<file path="config.mk">
export PLATFORM = sky130hd
export DESIGN_NAME = wb_arbiter
export DESIGN_NICKNAME = d
export VERILOG_FILES = /design/src/rtl/PARAMS_pkg.sv /design/src/rtl/wb_arbiter.sv
export SDC_FILE = /design/constraint.sdc
export NUM_CORES = 1
export LEC_CHECK = 0
export ABC_AREA = 1
export BUFFER_PORTS_ARGS = -buffer_cell sky130_fd_sc_hd__buf_2
export CAP_MARGIN = 20
export CORE_UTILIZATION = 40
export DETAILED_ROUTE_END_ITERATION = 16
export GPL_TIMING_DRIVEN = 0
export SLEW_MARGIN = 20
export SYNTH_ARGS = -nofsm -noshare
export SYNTH_HDL_FRONTEND = slang
export SYNTH_SLANG_ARGS = --single-unit
</file>
<file path="constraint.sdc">
create_clock -name clk -period 3 [get_ports clk]
set_input_delay 0.6 -clock clk [delete_from_list [all_inputs] [get_ports clk]]
set_output_delay 0.6 -clock clk [all_outputs]
set_load 0.01 [all_outputs]
</file>
<file path="src/rtl/PARAMS_pkg.sv">
// Shared datapath widths for the register-file write path.
package PARAMS_pkg;
  localparam int INSTR_REG_BITS = 5;
  localparam int WD_SIZE        = 32;
endpackage

</file>
<file path="src/rtl/wb_arbiter.sv">
// Register-file write-port arbiter: ALU results win every slot, memory results
// wait in a small FIFO; buffered entries overwritten by a younger ALU result are killed.
module wb_arbiter
  import PARAMS_pkg::*;
#(
  parameter int REG_NUM    = 32,
  parameter int FIFO_DEPTH = 4
) (
  input  logic                      clk,
  input  logic                      reset_n,
  input  logic                      alu_valid,
  input  logic [INSTR_REG_BITS-1:0] alu_rd,
  input  logic [WD_SIZE-1:0]        alu_data,
  input  logic                      mem_valid,
  output logic                      mem_ready,
  input  logic [INSTR_REG_BITS-1:0] mem_rd,
  input  logic [WD_SIZE-1:0]        mem_data,
  output logic                      wr_en,
  output logic [INSTR_REG_BITS-1:0] wr_rd,
  output logic [WD_SIZE-1:0]        wr_data,
  output logic [REG_NUM-1:0]        pending_mask
);

  localparam int PW = $clog2(FIFO_DEPTH);
  localparam int CW = PW + 1;
  localparam logic [CW-1:0] FULL_CNT = CW'(FIFO_DEPTH);

  logic [PW-1:0]             wptr_q, wptr_d, rptr_q, rptr_d;
  logic [CW-1:0]             cnt_q, cnt_d;
  logic [FIFO_DEPTH-1:0]     live_q, live_d;
  logic [INSTR_REG_BITS-1:0] rd_q   [FIFO_DEPTH];
  logic [INSTR_REG_BITS-1:0] rd_d   [FIFO_DEPTH];
  logic [WD_SIZE-1:0]        data_q [FIFO_DEPTH];
  logic [WD_SIZE-1:0]        data_d [FIFO_DEPTH];
  logic                      wr_en_q, wr_en_d;
  logic [INSTR_REG_BITS-1:0] wr_rd_q, wr_rd_d;
  logic [WD_SIZE-1:0]        wr_data_q, wr_data_d;

  logic alu_fire, full, empty, push, pop;

  assign alu_fire  = alu_valid && (alu_rd != '0);
  assign full      = (cnt_q == FULL_CNT);
  assign empty     = (cnt_q == '0);
  // Ready is forced low while reset is held, independent of any clock edge.
  assign mem_ready = reset_n && !full;
  // x0 results and results already superseded by the concurrent ALU write are
  // accepted on the handshake but never stored.
  assign push      = mem_valid && mem_ready && (mem_rd != '0) &&
                     !(alu_fire && (mem_rd == alu_rd));
  assign pop       = !alu_fire && !empty;

  always_comb begin
    wptr_d    = wptr_q;
    rptr_d    = rptr_q;
    cnt_d     = cnt_q;
    live_d    = live_q;
    rd_d      = rd_q;
    data_d    = data_q;
    wr_en_d   = 1'b0;
    wr_rd_d   = '0;
    wr_data_d = '0;

    if (alu_fire) begin
      wr_en_d   = 1'b1;
      wr_rd_d   = alu_rd;
      wr_data_d = alu_data;
      for (int i = 0; i < FIFO_DEPTH; i++) begin
        if (rd_q[i] == alu_rd) live_d[i] = 1'b0;
      end
    end else if (pop && live_q[rptr_q]) begin
      wr_en_d   = 1'b1;
      wr_rd_d   = rd_q[rptr_q];
      wr_data_d = data_q[rptr_q];
    end

    if (pop) begin
      live_d[rptr_q] = 1'b0;
      rptr_d         = rptr_q + 1'b1;
    end

    if (push) begin
      live_d[wptr_q] = 1'b1;
      rd_d[wptr_q]   = mem_rd;
      data_d[wptr_q] = mem_data;
      wptr_d         = wptr_q + 1'b1;
    end

    case ({push, pop})
      2'b10:   cnt_d = cnt_q + 1'b1;
      2'b01:   cnt_d = cnt_q - 1'b1;
      default: cnt_d = cnt_q;
    endcase
  end

  always_comb begin
    pending_mask = '0;
    for (int r = 0; r < REG_NUM; r++) begin
      for (int i = 0; i < FIFO_DEPTH; i++) begin
        if (live_q[i] && (rd_q[i] == INSTR_REG_BITS'(r))) pending_mask[r] = 1'b1;
      end
    end
  end

  always_ff @(posedge clk or negedge reset_n) begin
    if (!reset_n) begin
      wptr_q    <= '0;
      rptr_q    <= '0;
      cnt_q     <= '0;
      live_q    <= '0;
      wr_en_q   <= 1'b0;
      wr_rd_q   <= '0;
      wr_data_q <= '0;
    end else begin
      wptr_q    <= wptr_d;
      rptr_q    <= rptr_d;
      cnt_q     <= cnt_d;
      live_q    <= live_d;
      wr_en_q   <= wr_en_d;
      wr_rd_q   <= wr_rd_d;
      wr_data_q <= wr_data_d;
    end
  end

  // Payload storage carries no reset; liveness is tracked by live_q alone.
  always_ff @(posedge clk) begin
    rd_q   <= rd_d;
    data_q <= data_d;
  end

  assign wr_en   = wr_en_q;
  assign wr_rd   = wr_rd_q;
  assign wr_data = wr_data_q;

endmodule

</file>
==> impl_metrics.py, run 1 <==
metrics = {
    "drt": {
        "vias_per_cell": 5.25,
        "routedWlPerCell_um": 18.4,
        "ant_nets": 0,
        "routed_wl_um": 26200,
        "vias": 7498,
        "dr.pass1.iters": 5,
        "drc": 0,
        "first_iter_violations": 576,
    },
    "status": {
        "run_status": "finished, final reports clean",
    },
    "global_routing": {
        "grt_use_total_pct": 22.7,
        "grt_pass1_wl_um": 40200,
        "grt_pass1_vias": 7089,
        "gr-total-overflow": 0,
        "grt_max_degree": 51,
        "antenna_found_initial": 3,
    },
    "floorplan": {
        "die_h_um": 153,
        "die_w_um": 153,
        "top_level_ports": 149,
        "start_util_pct": 41.2,
        "coreArea_um2": 22100,
        "dieArea_um2": 23400,
        "row_count": 54,
    },
    "placement": {
        "place.gp.congestion": 1.00,
        "portBuffers": 144,
        "post_dp_cell_area_um2": 10300,
        "dpl.hpwl_um": 17800,
    },
    "run": {
        "timing.max_cap.violations": 0,
    },
    "critical_path": {
        "startpoint_type": "flop",
        "path_max_fanout": 10,
        "cp_slowest_cell": "clkbuf_1",
        "crit_chain": "nor2_1 > clkbuf_1 > nand2_1 > nand4_1 > buf_2",
        "crit_type": "reg2out",
        "critPathMaxStageDelay_ns": 0.50,
        "required_ns": 2.40,
        "arrival_ns": 2.26,
        "r2r_slack_ns": 0.66,
        "cp-end-kind": "primary output",
    },
    "clock_tree": {
        "cts_buffer_depth": 2,
        "cts_tree": "yes",
        "post_cts_buffers": 0,
        "insertion_delay_ns": 0.44,
        "cts_made_buffers": 17,
        "cts_sinks": 197,
        "path_clk_slew_ns": 0.07,
        "htreeDepth": 4,
        "clock-root-buffer": "clkbuf_16",
        "cts_resized": 0,
        "hold_buffers": 0,
    },
    "power_and_ir_drop": {
        "internal-power_w": 0.00560,
        "total_power_w": 0.00882,
        "clkPwrFrac_pct": 26.7,
        "pwr-share-comb_pct": 33.1,
        "power.density_nw_per_um2": 809,
        "ir_drop_mv": 0.488,
        "seqPwrFrac_pct": 40.2,
        "p_sw_share_pct": 36.5,
        "p_leak_nw": 4.59,
        "p_switching_w": 0.00322,
    },
    "timing": {
        "fmax_ghz": 0.349,
        "period_minus_slack_ns": 2.86,
        "min_period_over_period_pct": 95.5,
        "hold_viol_final": 0,
        "worst_pin_slew_ns": 0.650,
        "holdWs_ns": 0.124,
        "skew_ns": 0.0219,
        "fin_tns_setup_ns": 0,
        "rsz0062_at_grt": "false",
        "report.final.slew_viol_count": 0,
        "final-setup-viol-count": 0,
        "max_slew_margin_pct": 56.7,
    },
    "worst_hold_path": {
        "min_path_type": "in2async",
    },
    "yosys": {
        "synthTopCellsByArea": "edfxtp_1, dfrtp_1, nand2_1, nor2_1, o21ai_0",
        "synth_cell_types": 26,
        "synth-edff-count": 148,
        "synth-warning-count": 0,
        "netlist_top_cells_count": "nand2_1, edfxtp_1, nor2_1",
        "synth_fp_nets": 1054,
        "yosysSeqAreaShare_pct": 62.2,
        "synth_top_area_share_pct": 48.8,
        "syn_area_um2": 9110,
        "yosys_most_used_dff": "edfxtp_1",
        "avgSynthCellArea_um2": 9.43,
        "netlist.top_cell.by_area": "edfxtp_1",
        "ys_ff_latch": 197,
        "synthCells": 966,
        "yosysMostFrequentCell": "nand2_1",
        "async_flop_share_pct": 24.9,
    },
    "final_layout": {
        "postLayoutCellArea_um2": 10900,
        "syn2layout_area_growth_pct": 19.7,
        "final.fill_count": 2082,
        "fin_nets": 1221,
        "layout-drive-gt1-share_pct": 18.1,
    },
}
## critical path: cells and delay by family (launching register included)
| family | cells | cell delay, ns |
|---|---|---|
| flops | 1 | 0.48 |
| simple gates | 3 | 0.72 |
| buf+inv | 2 | 0.64 |
## placed cells by master, fill, tap and decap left out
cell / instances
fa_1: 1
dfrtp_1: 49
clkbuf_1: 26
inv_1: 40
buf_16: 2
bufinv_16: 3
xor2_1: 9
ha_1: 9
inv_8: 1
o22ai_1: 33
inv_2: 6
xnor2_1: 6
clkinvlp_4: 1
nand3_2: 1
nand2_1: 320
edfxtp_1: 148
o21ai_0: 79
buf_1: 4
a21oi_1: 14
clkinv_8: 1
o21ai_1: 2
nor2_2: 4
clkbuf_16: 17
diode_2: 2
nand3_1: 16
a21oi_2: 1
buf_12: 2
nand4_1: 36
buf_6: 5
nor2_1: 146
nand2_2: 1
nand2_4: 1
clkinv_1: 1
buf_2: 153
or2_2: 1
clkinv_2: 2
inv_6: 3
clkinv_4: 1
clkbuf_2: 1
## per-stage QoR
stage               instances  setup WS, ns  util, %
finish                   1428         0.135     49.3
global route             1427        0.0472     49.3
CTS                      1426        0.0709     49.3
detailed placement       1394        -0.227     46.5
global placement         1390         -1.43     46.1
floorplan                 966         0.476        -
## sequential cells by signal, indices dropped and copies added (netlist names)
signal / flops
cnt_q: 3
data_q: 128
live_q: 4
rd_q: 20
rptr_q: 2
wptr_q: 2
wr_data: 32
wr_en: 1
wr_rd: 5
## power groups by stage
stage          clock network (W)  registers (W)  logic (W)
6_report                 0.00236        0.00354    0.00292
3_5_place_dp                   0        0.00360    0.00292
5_1_grt                  0.00249        0.00358    0.00324
3_3_place_gp                   0        0.00361    0.00284
2_1_floorplan                  0        0.00366    0.00170
4_1_cts                  0.00239        0.00354    0.00293
## layer usage
layer	share of wire, %	up-vias	global-route usage [%]
met3	6.7	39	4.62
met5	0	-	0
met2	46	332	36.6
li1	-	3581	-
met1	45	3546	30.6
met4	2.1	0	7.74
## path summary, 6_finish.rpt
path	startpoint	end	cells past startpoint
worst min register to register	cnt_q[0]$_DFFE_PN0P_	cnt_q[0]$_DFFE_PN0P_	1
max in group asynchronous	reset_n	wr_en$_DFF_PN0_	1
worst max register to register	cnt_q[0]$_DFFE_PN0P_	data_q[127]$_DFFE_PP_	9
worst max-delay path	rd_q[9]$_DFFE_PP_	pending_mask[10]	5
worst min-delay path	reset_n	wr_data[28]$_DFF_PN0_	1
min in group clk	alu_data[26]	wr_data[26]$_DFF_PN0_	3
## cell type report
| type | instances | area (µm²) | share of cell area (%) |
|---|---|---|---|
| clock inverters | 13 | 174 | 1.60 |
| inverters | 46 | 173 | 1.58 |
| repair buffers | 148 | 822 | 7.54 |
| plain buffers | 43 | 205 | 1.88 |
| diodes | 2 | 5.00 | 0.0459 |
| clock buffers | 19 | 433 | 3.97 |
| flip-flops and latches | 197 | 5670 | 52.0 |
| well taps | 280 | 350 | 3.21 |
| multi-input cells | 680 | 3070 | 28.1 |
## cell families after synthesis
logic type | Yosys count | synth area share (%)
and+or+nand+nor | 526 | 23.1
DFF | 197 | 62.2
AOI/OAI and AO/OA | 129 | 7.58
buffers and inverters | 89 | 4.13
xor gates and xnor gates | 15 | 1.44
adders and majority gates | 10 | 1.46
Power figures use the tool's default switching activity.
==> run 2, diff against run 1 <==
==> constraint.sdc (replaced) <==
create_clock -name clk -period 3 [get_ports clk]
set_input_delay 0.45 -clock clk [delete_from_list [all_inputs] [get_ports clk]]
set_output_delay 0.45 -clock clk [all_outputs]
set_load 0.01 [all_outputs]
==> run 2 against run 1 <==
  * Register-to-register slack worse by 0.02 ns
  * Cell count stayed put
  * Sequential power hardly changed
  * Combinational power hardly changed
==> impl_metrics.py, run 2 (same netlist as run 1, synthesis figures left out) <==
metrics = {
    "timing": {
        "hold_viol_final": 0,
        "max_slew_margin_pct": 50.3,
        "final-setup-viol-count": 0,
        "worst_pin_slew_ns": 0.743,
        "period_minus_slack_ns": 2.82,
        "skew_ns": 0.0214,
        "min_period_over_period_pct": 94.1,
        "fmax_ghz": 0.354,
        "rsz0062_at_grt": "false",
        "fin_ws_ns": 0.177,
        "report.final.slew_viol_count": 0,
        "fin_tns_setup_ns": 0,
    },
    "final_layout": {
        "postLayoutCellArea_um2": 10900,
        "syn2layout_area_growth_pct": 19.5,
        "layout-drive-gt1-share_pct": 17.8,
        "mostFrequentLayoutCells": "nand2_1, buf_2, nor2_1, edfxtp_1, o21ai_0",
        "stdcell_count": 1428,
        "layout_commonest_cell": "nand2_1",
        "fin_nets": 1221,
        "largest_reg_flops": 128,
        "top_register": "data_q",
    },
    "run": {
        "timing.max_cap.violations": 0,
    },
    "placement": {
        "dpl.hpwl_um": 17800,
        "portBuffers": 144,
        "dp_cells": 1394,
        "post_dp_cell_area_um2": 10300,
        "pre_cts_ws_ns": -0.0774,
        "place.gp.congestion": 1.00,
    },
    "critical_path": {
        "required_ns": 2.55,
        "crit_chain": "nor2_1 > clkbuf_1 > nand2_1 > nand4_1 > buf_2",
        "arrival_ns": 2.37,
        "reg2reg_depth": 9,
        "critPathBufInv": 2,
        "cp_slowest_cell": "nor2_1",
        "path_max_fanout": 10,
        "cp-startpoint": "rd_q[4]$_DFFE_PP_",
        "reg2reg_from": "cnt_q[0]$_DFFE_PN0P_",
        "startpoint_type": "flop",
        "cp-end-kind": "primary output",
        "critPathMaxStageDelay_ns": 0.62,
        "crit_type": "reg2out",
        "cp_top_family": "simple AND/OR/NAND/NOR gates",
        "path_depth": 5,
    },
    "drt": {
        "dr.pass1.iters": 7,
        "routed_wl_um": 26100,
        "top_layer_used": "met4",
        "routedWlPerCell_um": 18.3,
        "route.met2.wl_um": 12000,
        "vias": 7505,
        "first_iter_violations": 614,
        "wl_met1_um": 11600,
        "ant_nets": 0,
        "drc": 0,
        "wl_met3_um": 1920,
        "vias_per_cell": 5.26,
    },
    "clock_tree": {
        "cts_buffer_depth": 2,
        "path_clk_slew_ns": 0.07,
        "htreeDepth": 4,
        "clock-root-buffer": "clkbuf_16",
        "hold_buffers": 0,
        "cts_tree": "yes",
        "cts_made_buffers": 17,
        "insertion_delay_ns": 0.43,
        "cts_resized": 0,
        "post_cts_buffers": 0,
        "cts_sinks": 197,
    },
    "power_and_ir_drop": {
        "p_leak_nw": 4.58,
        "power.density_nw_per_um2": 809,
        "ir_drop_mv": 0.488,
    },
    "global_routing": {
        "antenna_found_initial": 3,
        "grt_max_degree": 51,
        "gr-total-overflow": 0,
        "grt_pass1_vias": 7089,
        "grt_pass1_wl_um": 40200,
        "grt_use_total_pct": 22.7,
    },
    "status": {
        "run_status": "finished, final reports clean",
    },
    "floorplan": {
        "dieArea_um2": 23400,
        "die_w_um": 153,
        "coreArea_um2": 22100,
        "top_level_ports": 149,
        "start_util_pct": 41.2,
        "row_count": 54,
        "die_h_um": 153,
    },
    "worst_hold_path": {
        "min_path_type": "in2async",
    },
}
[run 2: per-stage QoR]
step | hold slack (ns) | utilization (%) | total power [W]
after floorplan | 0.154 | - | 0.00536
after global placement | 0.462 | 46.1 | 0.00645
after detailed placement | 0.465 | 46.5 | 0.00651
after CTS | 0.103 | 49.3 | 0.00885
after global routing | 0.132 | 49.3 | 0.00931
final | 0.0721 | 49.3 | 0.00881
[run 2: final timing paths]
check,endpoint,slack [ns]
min in group clk,wr_data[26]$_DFF_PN0_,0.21
min,wr_data[29]$_DFF_PN0_,0.07
min reg2reg,cnt_q[0]$_DFFE_PN0P_,0.48
max in group asynchronous,wr_en$_DFF_PN0_,2.44
max,pending_mask[6],0.18
max reg2reg,data_q[115]$_DFFE_PP_,0.64
[run 2: routing by layer]
metal	global-route usage (%)	vias up
met3	4.62	38
met4	7.74	0
met5	0	-
met2	36.6	347
li1	-	3579
met1	30.6	3541
[run 2: cell type report]
class,count,area [µm²]
fillers,2081,11200
flip-flops and latches,197,5670
multi-input cells,680,3060
repair buffers,148,818
clock buffers,19,433
well taps,280,350
plain buffers,43,204
clock inverters,13,174
inverters,46,173
diodes,2,5.00
[run 2: power by group]
| part | internal (W) | switching, W |
|---|---|---|
| Sequential | 0.00338 | 0.000164 |
| Clock | 0.00133 | 0.00103 |
| Combinational | 0.000888 | 0.00203 |
==> run 3, diff against run 2 <==
--- a/config.mk
+++ b/config.mk
@@ -8,9 +8,10 @@
 export ABC_AREA = 1
 export BUFFER_PORTS_ARGS = -buffer_cell sky130_fd_sc_hd__buf_2
 export CAP_MARGIN = 20
-export CORE_UTILIZATION = 40
+export CORE_UTILIZATION = 55
 export DETAILED_ROUTE_END_ITERATION = 16
 export GPL_TIMING_DRIVEN = 0
+export PLACE_DENSITY = 0.78
 export SLEW_MARGIN = 20
 export SYNTH_ARGS = -nofsm -noshare
 export SYNTH_HDL_FRONTEND = slang
==> run 3 against run 2 <==
  * Sequential cell count did not move
  * Cell count fell by 4.6%
  * Worst hold slack got worse by 0.029 ns
  * Global-route usage rose by 8.7 points
  * First-iteration DRC count rose by 42%
  * Largest power group unchanged
  * Highest routed layer unchanged
==> impl_metrics.py, run 3 (same netlist as run 1, synthesis figures left out) <==
metrics = {
    "status": {
        "run_status": "finished, final reports clean",
    },
    "placement": {
        "dp_cells": 1330,
        "portBuffers": 144,
        "dpl.hpwl_um": 17100,
        "place.gp.congestion": 0.975,
    },
    "final_layout": {
        "layout_commonest_cell": "nand2_1",
        "mostFrequentLayoutCells": "nand2_1, buf_2, nor2_1, edfxtp_1, o21ai_0",
        "fin_nets": 1221,
        "largest_reg_flops": 128,
        "syn2layout_area_growth_pct": 18.4,
        "layout-drive-gt1-share_pct": 17.6,
        "stdcell_count": 1363,
        "top_register": "data_q",
        "fin_util_pct": 67.4,
    },
    "global_routing": {
        "grt_pass1_wl_um": 39200,
        "grt_use_total_pct": 31.4,
        "antenna_found_initial": 0,
        "grt_max_degree": 51,
        "grt_pass1_vias": 7355,
        "gr-total-overflow": 0,
    },
    "timing": {
        "report.final.slew_viol_count": 0,
        "worst_pin_slew_ns": 0.751,
        "period_minus_slack_ns": 2.88,
        "rsz0062_at_grt": "false",
        "max_slew_margin_pct": 49.8,
        "fmax_ghz": 0.348,
        "skew_ns": 0.0155,
        "min_period_over_period_pct": 95.9,
        "final-setup-viol-count": 0,
        "holdWs_ns": 0.0433,
        "hold_viol_final": 0,
    },
    "clock_tree": {
        "insertion_delay_ns": 0.44,
        "path_clk_slew_ns": 0.07,
        "post_cts_buffers": 0,
        "cts_buffer_depth": 2,
        "cts_tree": "yes",
        "cts_made_buffers": 17,
        "clock-root-buffer": "clkbuf_16",
        "hold_buffers": 0,
        "htreeDepth": 4,
        "cts_resized": 0,
        "cts_sinks": 197,
    },
    "critical_path": {
        "path_max_fanout": 10,
        "r2r-end": "cnt_q[1]$_DFFE_PN0P_",
        "crit_type": "reg2out",
        "cp-end-kind": "primary output",
        "reg2reg_depth": 11,
        "required_ns": 2.55,
        "arrival_ns": 2.43,
        "reg2reg_from": "cnt_q[0]$_DFFE_PN0P_",
        "r2r_slack_ns": 0.49,
        "startpoint_type": "flop",
    },
    "power_and_ir_drop": {
        "seqPwrFrac_pct": 40.5,
        "pwr-share-comb_pct": 33.6,
        "p_sw_share_pct": 37.0,
        "p_leak_nw": 4.57,
        "p_switching_w": 0.00323,
        "clkPwrFrac_pct": 25.8,
        "ir_drop_mv": 0.580,
        "internal-power_w": 0.00551,
        "power.density_nw_per_um2": 810,
    },
    "drt": {
        "first_iter_violations": 869,
        "routedWlPerCell_um": 18.7,
        "dr.pass1.iters": 5,
        "drc": 0,
        "ant_nets": 0,
        "vias": 7655,
        "routed_wl_um": 25400,
        "vias_per_cell": 5.62,
    },
    "run": {
        "timing.max_cap.violations": 0,
    },
    "floorplan": {
        "start_util_pct": 56.9,
        "die_w_um": 131,
        "coreArea_um2": 16000,
        "die_h_um": 131,
        "dieArea_um2": 17100,
        "top_level_ports": 149,
        "row_count": 46,
    },
    "worst_hold_path": {
        "min_path_type": "in2async",
    },
}
## run 3: layout make-up
cell class                      count  area (µm²)
Antenna cell                        1        2.50
Clock inverter                      8        91.3
Multi-Input combinational cell    680        3060
Fill cell                        1289        5220
Tap cell                          216         270
Sequential cell                   197        5670
Timing Repair Buffer              148         826
Clock buffer                       24         483
Inverter                           46         173
Buffer                             43         204
## run 3: power groups by stage
stage | sequential, W | combinational, W | clock [W]
2_1_floorplan | 0.00366 | 0.00170 | 0
3_3_place_gp | 0.00359 | 0.00277 | 0
3_5_place_dp | 0.00359 | 0.00288 | 0
4_1_cts | 0.00354 | 0.00292 | 0.00225
5_1_grt | 0.00359 | 0.00324 | 0.00236
6_report | 0.00354 | 0.00294 | 0.00226
## run 3: worst max path at each step
stage	cells past startpoint	end	start
floorplan	8	data_q[0]$_DFFE_PP_	alu_rd[2]
global placement	7	data_q[4]$_DFFE_PP_	reset_n
detailed placement	8	rd_q[1]$_DFFE_PP_	reset_n
CTS	5	pending_mask[10]	rd_q[14]$_DFFE_PP_
global route	5	pending_mask[13]	rd_q[14]$_DFFE_PP_
finish	5	pending_mask[14]	rd_q[14]$_DFFE_PP_
## run 3: critical path, stage by stage, from the launching register on
cell and delay (ns):
edfxtp_1 0.45, nor2_1 0.62, clkbuf_1 0.53, nand2_1 0.13
nand4_1 0.13, buf_2 0.14
## run 3: layer usage
| metal | part of all wire, % | vias to the layer above | GRT usage, % |
|---|---|---|---|
| met5 | 0 | - | 0 |
| met4 | 2.5 | 0 | 12.6 |
| met3 | 7.6 | 63 | 6.03 |
| met2 | 49 | 386 | 51.4 |
| met1 | 41 | 3624 | 41.5 |
| li1 | - | 3582 | - |
## run 3: stage by stage
step                      total power, W  setup slack (ns)  cell area [µm²]  setup TNS (ns)
after floorplan                  0.00536             0.626             9110               0
after global placement           0.00636             -1.19            10100         -170.80
after detailed placement         0.00647            -0.102            10200           -4.00
after CTS                        0.00871             0.213            10800               0
after global routing             0.00919            0.0524            10800               0
final                            0.00874             0.124            10800               0
